`config.mk`:
```
export PLATFORM = sky130hd
export DESIGN_NAME = multicycle_control
export DESIGN_NICKNAME = d
export VERILOG_FILES = /design/src/rtl/multicycle_control_pkg.sv /design/src/rtl/multicycle_control_decode.sv /design/src/rtl/multicycle_control.sv
export SDC_FILE = /design/constraint.sdc
export NUM_CORES = 1
export LEC_CHECK = 0
export CORE_ASPECT_RATIO = 0.5
export CORE_UTILIZATION = 53
export CTS_BUF_LIST = sky130_fd_sc_hd__clkbuf_2 sky130_fd_sc_hd__clkbuf_4 sky130_fd_sc_hd__clkbuf_8
export CTS_CLUSTER_SIZE = 20
export DETAILED_ROUTE_END_ITERATION = 8
export GPL_TIMING_DRIVEN = 1
export PLACE_DENSITY = 0.95
export RECOVER_POWER = 100
export SETUP_SLACK_MARGIN = 0.1
export SLEW_MARGIN = 25
export SYNTH_ARGS = -nofsm -noshare
export SYNTH_HDL_FRONTEND = slang
export SYNTH_HIERARCHICAL = 1
export SYNTH_SLANG_ARGS = --single-unit
```
`constraint.sdc`:
```
create_clock -name clk -period 4.4 [get_ports clk]
set_clock_uncertainty 0.05 [all_clocks]
set_input_delay 0.66 -clock clk [delete_from_list [all_inputs] [get_ports clk]]
set_output_delay 0.66 -clock clk [all_outputs]
set_load 0.02 [all_outputs]
```
`src/rtl/multicycle_control_pkg.sv`:
```
// Shared encodings for the multi-cycle MIPS control path: opcodes, ALU op
// codes, operand/PC mux selects and the control FSM state encoding.
package multicycle_control_pkg;

    // Instruction opcodes (instruction[31:26])
    localparam logic [5:0] OP_RTYPE = 6'b000000;
    localparam logic [5:0] OP_LW    = 6'b100011;
    localparam logic [5:0] OP_SW    = 6'b101011;
    localparam logic [5:0] OP_BEQ   = 6'b000100;
    localparam logic [5:0] OP_J     = 6'b000010;
    localparam logic [5:0] OP_ADDI  = 6'b001000;
    localparam logic [5:0] OP_ANDI  = 6'b001100;
    localparam logic [5:0] OP_ORI   = 6'b001101;
    localparam logic [5:0] OP_SLTI  = 6'b001010;

    // alu_op codes understood by the ALU control decoder
    localparam logic [2:0] ALU_ADD   = 3'b000;
    localparam logic [2:0] ALU_SUB   = 3'b001;
    localparam logic [2:0] ALU_RTYPE = 3'b010;
    localparam logic [2:0] ALU_ADDI  = 3'b011;
    localparam logic [2:0] ALU_ORI   = 3'b100;
    localparam logic [2:0] ALU_ANDI  = 3'b101;
    localparam logic [2:0] ALU_SLTI  = 3'b110;

    // ALU operand B select
    localparam logic [1:0] SRC_B_REG     = 2'b00;
    localparam logic [1:0] SRC_B_FOUR    = 2'b01;
    localparam logic [1:0] SRC_B_IMM     = 2'b10;
    localparam logic [1:0] SRC_B_IMM_SH2 = 2'b11;

    // Next-PC select
    localparam logic [1:0] PC_SRC_ALU    = 2'b00;
    localparam logic [1:0] PC_SRC_ALUOUT = 2'b01;
    localparam logic [1:0] PC_SRC_JUMP   = 2'b10;

    typedef enum logic [3:0] {
        S_FETCH    = 4'd0,
        S_DECODE   = 4'd1,
        S_MEM_ADDR = 4'd2,
        S_MEM_RD   = 4'd3,
        S_MEM_WB   = 4'd4,
        S_MEM_WR   = 4'd5,
        S_EXEC_R   = 4'd6,
        S_R_WB     = 4'd7,
        S_BRANCH   = 4'd8,
        S_JUMP     = 4'd9,
        S_EXEC_I   = 4'd10,
        S_I_WB     = 4'd11
    } state_t;

    // Immediate-operand ALU instructions handled by EXEC_I / I_WB
    function automatic logic is_itype(input logic [5:0] op);
        return (op == OP_ADDI) || (op == OP_ANDI) ||
               (op == OP_ORI)  || (op == OP_SLTI);
    endfunction

    // Any opcode this controller knows how to sequence
    function automatic logic is_known_op(input logic [5:0] op);
        return (op == OP_RTYPE) || (op == OP_LW) || (op == OP_SW) ||
               (op == OP_BEQ)   || (op == OP_J)  || is_itype(op);
    endfunction

endpackage

```
`src/rtl/multicycle_control_decode.sv`:
```
// Combinational Moore decode: maps the current control state (plus opcode
// and mem_ready where a state depends on them) onto datapath controls.
module control_decode
    import multicycle_control_pkg::*;
(
    input  state_t      state,
    input  logic [5:0]  opcode,
    input  logic        mem_ready,
    output logic        pc_write,
    output logic        pc_write_cond,
    output logic        i_or_d,
    output logic        mem_read,
    output logic        mem_write,
    output logic        ir_write,
    output logic        mem_to_reg,
    output logic        reg_dst,
    output logic        reg_write,
    output logic        alu_src_a,
    output logic [1:0]  alu_src_b,
    output logic [1:0]  pc_source,
    output logic [2:0]  alu_op,
    output logic        instr_done
);

    // Per-state control values; everything not named for a state stays 0
    always_comb begin
        pc_write      = 1'b0;
        pc_write_cond = 1'b0;
        i_or_d        = 1'b0;
        mem_read      = 1'b0;
        mem_write     = 1'b0;
        ir_write      = 1'b0;
        mem_to_reg    = 1'b0;
        reg_dst       = 1'b0;
        reg_write     = 1'b0;
        alu_src_a     = 1'b0;
        alu_src_b     = SRC_B_REG;
        pc_source     = PC_SRC_ALU;
        alu_op        = ALU_ADD;
        instr_done    = 1'b0;
        case (state)
            S_FETCH: begin
                mem_read  = 1'b1;
                alu_src_b = SRC_B_FOUR;
                ir_write  = mem_ready;
                pc_write  = mem_ready;
            end
            S_DECODE: begin
                alu_src_b = SRC_B_IMM_SH2;
            end
            S_MEM_ADDR: begin
                alu_src_a = 1'b1;
                alu_src_b = SRC_B_IMM;
            end
            S_MEM_RD: begin
                mem_read = 1'b1;
                i_or_d   = 1'b1;
            end
            S_MEM_WB: begin
                reg_write  = 1'b1;
                mem_to_reg = 1'b1;
                instr_done = 1'b1;
            end
            S_MEM_WR: begin
                mem_write  = 1'b1;
                i_or_d     = 1'b1;
                instr_done = mem_ready;
            end
            S_EXEC_R: begin
                alu_src_a = 1'b1;
                alu_op    = ALU_RTYPE;
            end
            S_R_WB: begin
                reg_write  = 1'b1;
                reg_dst    = 1'b1;
                instr_done = 1'b1;
            end
            S_BRANCH: begin
                alu_src_a     = 1'b1;
                alu_op        = ALU_SUB;
                pc_write_cond = 1'b1;
                pc_source     = PC_SRC_ALUOUT;
                instr_done    = 1'b1;
            end
            S_JUMP: begin
                pc_write   = 1'b1;
                pc_source  = PC_SRC_JUMP;
                instr_done = 1'b1;
            end
            S_EXEC_I: begin
                alu_src_a = 1'b1;
                alu_src_b = SRC_B_IMM;
                case (opcode)
                    OP_ADDI: alu_op = ALU_ADDI;
                    OP_ANDI: alu_op = ALU_ANDI;
                    OP_ORI:  alu_op = ALU_ORI;
                    OP_SLTI: alu_op = ALU_SLTI;
                    default: alu_op = ALU_ADD;
                endcase
            end
            S_I_WB: begin
                reg_write  = 1'b1;
                instr_done = 1'b1;
            end
            default: begin
            end
        endcase
    end

endmodule

```
`src/rtl/multicycle_control.sv`:
```
// Main control FSM for the multi-cycle MIPS datapath: state register,
// next-state sequencing, sticky illegal-opcode flag and retire counter.
module multicycle_control
    import multicycle_control_pkg::*;
#(
    parameter int CNT_W = 32
) (
    input  logic             clk,
    input  logic             rst,
    input  logic [5:0]       opcode,
    input  logic             zero,
    input  logic             mem_ready,
    output logic             pc_write,
    output logic             pc_write_cond,
    output logic             i_or_d,
    output logic             mem_read,
    output logic             mem_write,
    output logic             ir_write,
    output logic             mem_to_reg,
    output logic             reg_dst,
    output logic             reg_write,
    output logic             alu_src_a,
    output logic [1:0]       alu_src_b,
    output logic [1:0]       pc_source,
    output logic [2:0]       alu_op,
    output logic [3:0]       state,
    output logic             instr_done,
    output logic             illegal,
    output logic [CNT_W-1:0] retired
);

    state_t           state_q;
    state_t           state_d;
    logic             illegal_q;
    logic [CNT_W-1:0] retired_q;

    logic pc_write_dec;
    logic pc_write_cond_dec;
    logic ir_write_dec;
    logic reg_write_dec;
    logic mem_write_dec;
    logic instr_done_dec;
    logic unused_zero;

    // The branch decision is taken in the datapath through pc_write_cond
    assign unused_zero = zero;

    control_decode u_decode (
        .state         (state_q),
        .opcode        (opcode),
        .mem_ready     (mem_ready),
        .pc_write      (pc_write_dec),
        .pc_write_cond (pc_write_cond_dec),
        .i_or_d        (i_or_d),
        .mem_read      (mem_read),
        .mem_write     (mem_write_dec),
        .ir_write      (ir_write_dec),
        .mem_to_reg    (mem_to_reg),
        .reg_dst       (reg_dst),
        .reg_write     (reg_write_dec),
        .alu_src_a     (alu_src_a),
        .alu_src_b     (alu_src_b),
        .pc_source     (pc_source),
        .alu_op        (alu_op),
        .instr_done    (instr_done_dec)
    );

    // Write enables and the retire pulse are held off while reset is asserted
    assign pc_write      = pc_write_dec      & ~rst;
    assign pc_write_cond = pc_write_cond_dec & ~rst;
    assign ir_write      = ir_write_dec      & ~rst;
    assign reg_write     = reg_write_dec     & ~rst;
    assign mem_write     = mem_write_dec     & ~rst;
    assign instr_done    = instr_done_dec    & ~rst;

    assign state   = state_q;
    assign illegal = illegal_q;
    assign retired = retired_q;

    // State register
    always_ff @(posedge clk) begin
        if (rst) state_q <= S_FETCH;
        else     state_q <= state_d;
    end

    // Next-state sequencing; memory states hold until mem_ready
    always_comb begin
        state_d = S_FETCH;
        case (state_q)
            S_FETCH:    state_d = mem_ready ? S_DECODE : S_FETCH;
            S_DECODE: begin
                if ((opcode == OP_LW) || (opcode == OP_SW)) state_d = S_MEM_ADDR;
                else if (opcode == OP_RTYPE)                state_d = S_EXEC_R;
                else if (opcode == OP_BEQ)                  state_d = S_BRANCH;
                else if (opcode == OP_J)                    state_d = S_JUMP;
                else if (is_itype(opcode))                  state_d = S_EXEC_I;
                else                                        state_d = S_FETCH;
            end
            S_MEM_ADDR: state_d = (opcode == OP_LW) ? S_MEM_RD : S_MEM_WR;
            S_MEM_RD:   state_d = mem_ready ? S_MEM_WB : S_MEM_RD;
            S_MEM_WB:   state_d = S_FETCH;
            S_MEM_WR:   state_d = mem_ready ? S_FETCH : S_MEM_WR;
            S_EXEC_R:   state_d = S_R_WB;
            S_R_WB:     state_d = S_FETCH;
            S_BRANCH:   state_d = S_FETCH;
            S_JUMP:     state_d = S_FETCH;
            S_EXEC_I:   state_d = S_I_WB;
            S_I_WB:     state_d = S_FETCH;
            default:    state_d = S_FETCH;
        endcase
    end

    // Sticky flag for an opcode this controller cannot sequence
    always_ff @(posedge clk) begin
        if (rst)
            illegal_q <= 1'b0;
        else if ((state_q == S_DECODE) && !is_known_op(opcode))
            illegal_q <= 1'b1;
    end

    // Retired-instruction counter, wraps naturally
    always_ff @(posedge clk) begin
        if (rst)
            retired_q <= '0;
        else if (instr_done_dec)
            retired_q <= retired_q + {{(CNT_W-1){1'b0}}, 1'b1};
    end

endmodule

```
==> results of run 1 <==
## final timing paths
path / slack [ps] / end
worst max-delay path: 660 / retired[25]
worst min-delay path: 440 / illegal
worst max register to register: 750 / retired[25]
worst min register to register: 440 / illegal
## power by group
| part | leakage [uW] | total (uW) | internal, uW | switching (uW) |
|---|---|---|---|---|
| Sequential | 0.000298 | 341 | 336 | 5.05 |
| Combinational | 0.000770 | 60.4 | 27.0 | 33.5 |
| Clock | 0.0000543 | 304 | 170 | 134 |
## cell type report
class	instances	share of cell area, %
inverter	5	0.645
clock buffer	5	2.37
sequential	37	25.5
clock inverter	3	1.59
timing repair buffer	64	21.9
tap	54	2.32
multi-input combinational	215	45.7
## metal layers
metal / share of wire (%) / wire, um / up-vias / global-route usage [%]
met5: 0 / 0 / - / 0
met4: 1.8 / 103 / 0 / 10.5
met3: 3.3 / 186 / 17 / 5.71
met2: 52 / 2990 / 51 / 48.5
met1: 43 / 2440 / 1099 / 29.8
li1: - / - / 1124 / -
## layout by cell type, fill, tap and decap left out, types with 7 or more instances in the layout
cell | Yosys | final
dlygate4sd3_1 | 0 | 57
or3_1 | 12 | 12
dfxtp_1 | 37 | 37
nor2b_1 | 8 | 8
o21ai_0 | 14 | 14
xor2_1 | 10 | 10
and3_1 | 7 | 7
nand3_1 | 11 | 11
or4_1 | 8 | 8
nor2_1 | 28 | 28
a21oi_1 | 24 | 24
o31ai_1 | 9 | 9
nand4_1 | 10 | 12
nand2_1 | 14 | 14
## cells by family after synthesis
| family | Yosys count |
|---|---|
| adder cells (fa/ha/maj) | 1 |
| AO/OA/AOI/OAI | 62 |
| multiplexers | 5 |
| XOR/XNOR | 13 |
| flip-flops | 37 |
| buffers and inverters | 24 |
| AND/OR/NAND/NOR | 134 |
## cell usage after synthesis (3+ instances only)
cell type and count:
or4_1 8, nand4_1 10, xnor2_1 3, a21oi_1 24, o21ai_0 14, nor2b_1 8, or3_1 12, and3_1 7
nand3_1 11, and4_1 5, nor2_1 28, buf_4 5, nand2_1 14, o31ai_1 9, dfxtp_1 37, a211oi_1 3
nand2b_1 6, mux2i_1 3, inv_1 5, nor4_1 3, buf_2 3, clkbuf_1 11, xor2_1 10, nor3_1 6
## state kept, by name, indices dropped and copies added, names as in the netlist
name,flops
illegal,1
state,4
retired,32
## critical path, cell delays in order
cell	delay (ps)
dlygate4sd3_1	690
o21ai_0	140
a21oi_1	530
and4_1	460
nand4_1	570
or4_1	690
a21oi_1	160
## stage by stage
step / instances / hold slack [ps] / worst slack (ps) / power (uW)
3_5_place_dp: 375 / 421 / 830 / 412
4_1_cts: 383 / 443 / 839 / 709
5_1_grt: 383 / 452 / 363 / 728
3_3_place_gp: 375 / 415 / 874 / 410
6_report: 383 / 437 / 664 / 706
2_1_floorplan: 276 / 511 / 1760 / 383
==> results.yml, run 1 <==
status:
  status: "finished, final reports clean"
clocking:
  htreeDepth: 2
  cts_tree: "done"
  cts_hold_buf: 0
  cts_resized: 0
  clkLatencyLatePin_ps: 300
  cts_setup_buffers: 0
  numCtsBuffers: 5
  clock-sinks: 37
  root_buffer: "clkbuf_8"
  ctsLongestPathBuffers: 2
  clk_pin_slew_ps: 80
cells_and_area:
  antenna_cells: 0
  fin_util_pct: 73.4
  multi_input_area_um2: 1330
  final_area_um2: 2910
  layout-drive-gt1-share_pct: 6.08
  syn_to_final_growth_pct: 31.1
  fillers: 290
  nNetsFinal: 339
  area.sequential_um2: 741
global_route:
  antenna_found_initial: 0
  grt_use_total_pct: 25.6
  first_global_vias: 1966
  grt.overflow.total: 0
  grt_pass1_wl_mm: 8.87
  grt_max_degree: 43
place:
  io_buffers: 63
  place_congestion: 0.861
  dpl.hpwl_mm: 4.03
  dpl_cell_area_um2: 2830
detailed_routing:
  drc: 0
  ant_nets: 0
  first_pass_iters: 4
  wl_mm: 5.71
  drt-initial-drc-count: 92
  viasPerCell: 5.98
  wl_per_cell_um: 14.9
  vias: 2291
critical_path:
  start_kind: "input pin"
  endpoint_kind: "register"
  startpoint: "mem_ready"
  r2r_cells: 7
  path_max_fanout: 18
  arrival_ps: 3910
  critPathKind: "in2reg"
  worst_ep_required_time_ps: 4570
  rr_startpoint: "state[1]"
floorplan:
  core_um2: 3960
  die_x_um: 93.5
  fp.dieH_um: 47.7
  num_rows: 16
  initial_utilization_pct: 56.0
  die_area_um2: 4460
  num_io_pins: 65
synth:
  async_flop_share_pct: 0
  synth_fa_ha_area_share_pct: 0.564
  synth_edf_count: 0
  synth_top_family_by_area: "simple AND/OR/NAND/NOR gates"
  yosysWarningCount: 6
  synth_mux_area_share_pct: 2.37
  netlist_area_um2: 2220
  synth_ff_type: "dfxtp_1"
  synthSimpleGateAreaFrac_pct: 36.2
  synth_top_area_share_pct: 33.4
  ys_seq_elements: 37
  syn_area_per_cell_um2: 8.04
  syn_inst: 276
  ys_types: 47
  synth_area_leaders: "dfxtp_1 33%, a21oi_1 5.4%, nor2_1 4.7%"
  synth_compound_area_share_pct: 17.3
  synth_xor_area_share_pct: 5.13
  synth_nets: 287
  yosys.area.top_type: "dfxtp_1"
  yosysSeqAreaShare_pct: 33.4
timing:
  hold_viol: 0
  fin_crit_sh_pct: 84.9
  rsz0062_at_grt: "no"
  slew_violations: 0
  fin_crit_ps: 3740
  setup_viol: 0
  setup_tns_ps: 0
  tightestPinTransition_ps: 642
  timing.fmax_ghz: 0.268
  relSlewSlack_pct: 57.1
power:
  p_leak_uw: 0.00112
  ir_worst_vdd_mv: 0.122
  powerDensity_nw_per_um2: 243
worst_hold_path:
  hold_class: "reg2reg"
  min_path_cells: 1
  min_from: "illegal"
flow_run:
  cap_violations: 0
No activity file was read; power rests on OpenSTA's default activity.
==> run 2: changes to the inputs <==
--- a/config.mk
+++ b/config.mk
@@ -6,12 +6,12 @@
 export NUM_CORES = 1
 export LEC_CHECK = 0
 export CORE_ASPECT_RATIO = 0.5
-export CORE_UTILIZATION = 53
+export CORE_UTILIZATION = 49
 export CTS_BUF_LIST = sky130_fd_sc_hd__clkbuf_2 sky130_fd_sc_hd__clkbuf_4 sky130_fd_sc_hd__clkbuf_8
 export CTS_CLUSTER_SIZE = 20
 export DETAILED_ROUTE_END_ITERATION = 8
 export GPL_TIMING_DRIVEN = 1
-export PLACE_DENSITY = 0.95
+export PLACE_DENSITY = 0.92
 export RECOVER_POWER = 100
 export SETUP_SLACK_MARGIN = 0.1
 export SLEW_MARGIN = 25
==> constraint.sdc (replaced) <==
create_clock -name clk -period 3.8 [get_ports clk]
set_clock_uncertainty 0.05 [all_clocks]
set_input_delay 0.57 -clock clk [delete_from_list [all_inputs] [get_ports clk]]
set_output_delay 0.57 -clock clk [all_outputs]
set_load 0.02 [all_outputs]
==> results.yml, run 2 (same netlist as run 1, synthesis figures left out) <==
status:
  status: "finished, final reports clean"
floorplan:
  fp.dieH_um: 49.6
  die_x_um: 97.2
  core_um2: 4120
  die_area_um2: 4820
  initial_utilization_pct: 53.8
  num_io_pins: 65
  num_rows: 16
cells_and_area:
  layout-drive-gt1-share_pct: 6.40
  syn_to_final_growth_pct: 31.4
  antenna_cells: 0
  nNetsFinal: 339
  final_cell_mix: "57 x dlygate4sd3_1, 37 x dfxtp_1, 28 x nor2_1"
  largest_reg_flops: 32
  layout_commonest_cell: "dlygate4sd3_1"
global_route:
  antenna_found_initial: 0
  grt_max_degree: 36
  grt_busiest_layer: "met2"
  met3_usage_pct: 5.25
  grt_util_met1_pct: 29.9
  grt_use_total_pct: 23.7
  grt.overflow.total: 0
  grt_pass1_wl_mm: 9.21
  first_global_vias: 1898
  grt.met2_usage_pct: 39.9
critical_path:
  r2r_cells: 7
  critPathBufInv: 2
  endpoint_kind: "primary output"
  start_kind: "input pin"
  critical-path-max-stage-delay_ps: 680
  cp_slowest_cell: "dlygate4sd3_1"
  cp_cell_sequence: "dlygate4sd3_1 -> or4b_1 -> or3_1 -> a21oi_2 -> dlygate4sd3_1"
  path_depth: 5
  critPathKind: "in2out"
  cp_common_cell: "dlygate4sd3_1"
  arrival_ps: 2910
  critPathTopFamily: "buffers and inverters"
  worst_ep_required_time_ps: 3180
  path_max_fanout: 8
timing:
  relSlewSlack_pct: 57.8
  tightestPinTransition_ps: 632
  timing.fmax_ghz: 0.284
  rsz0062_at_grt: "no"
  fin_crit_ps: 3530
  slew_violations: 0
  setup_viol: 0
  setup_tns_ps: 0
  hold_viol: 0
  whs_ps: 436
  fin_crit_sh_pct: 92.8
clocking:
  clk_pin_slew_ps: 60
  cts_setup_buffers: 0
  ctsLongestPathBuffers: 2
  cts_hold_buf: 0
  numCtsBuffers: 5
  cts_resized: 0
  cts_tree: "done"
  htreeDepth: 2
  clkLatencyLatePin_ps: 300
  root_buffer: "clkbuf_8"
  clock-sinks: 37
power:
  p_int_uw: 564
  powerDensity_nw_per_um2: 258
  p_leak_uw: 0.00115
  power_frac_seq_pct: 52.6
  p_sw_share_pct: 24.9
  ir_worst_vdd_mv: 0.137
  p_switching_uw: 188
  p_clk_share_pct: 38.1
  comb_power_share_pct: 9.3
place:
  io_buffers: 63
  dpl.hpwl_mm: 4.03
  place_congestion: 0.843
detailed_routing:
  wl_mm: 5.64
  viasPerCell: 5.79
  drc: 0
  wl_per_cell_um: 14.8
  first_pass_iters: 5
  drt-initial-drc-count: 108
  ant_nets: 0
  vias: 2210
flow_run:
  cap_violations: 0
worst_hold_path:
  min_path_cells: 1
  hold_class: "reg2reg"
## run 2: worst paths after layout
check	start	to	slack (ps)
hold reg to reg	illegal	illegal	440
setup / recovery	opcode[5]	alu_op[1]	270
hold / removal	illegal	illegal	440
setup reg to reg	state[1]	retired[27]	570
## run 2: area by class of cell
type | count | area (um^2)
Clock inverter | 1 | 7.51
Tap cell | 54 | 67.6
Timing Repair Buffer | 64 | 638
Inverter | 5 | 18.8
Sequential cell | 37 | 741
Fill cell | 331 | 1210
Multi-Input combinational cell | 215 | 1360
Clock buffer | 6 | 82.6
## run 2: per-stage QoR
stage	total power (uW)	setup slack, ps	area (um^2)	instances	utilization (%)
2_1_floorplan	444	1190	2220	276	-
3_3_place_gp	475	442	2830	375	68.6
3_5_place_dp	477	377	2830	375	68.6
4_1_cts	758	417	2920	382	70.8
5_1_grt	776	171	2910	382	70.7
6_report	752	274	2910	382	70.7
## run 2: power groups by stage
stage / clock, uW / sequential [uW] / combinational, uW
2_1_floorplan: 0 / 403 / 40.7
3_3_place_gp: 0 / 404 / 70.1
3_5_place_dp: 0 / 405 / 72.5
4_1_cts: 289 / 396 / 72.8
5_1_grt: 305 / 397 / 75.3
6_report: 286 / 396 / 69.7
## run 2: layer usage
layer	part of all wire, %	vias up
met1	46	1030
met4	0.90	0
li1	-	1118
met2	48	57
met3	4.9	5
met5	0	-
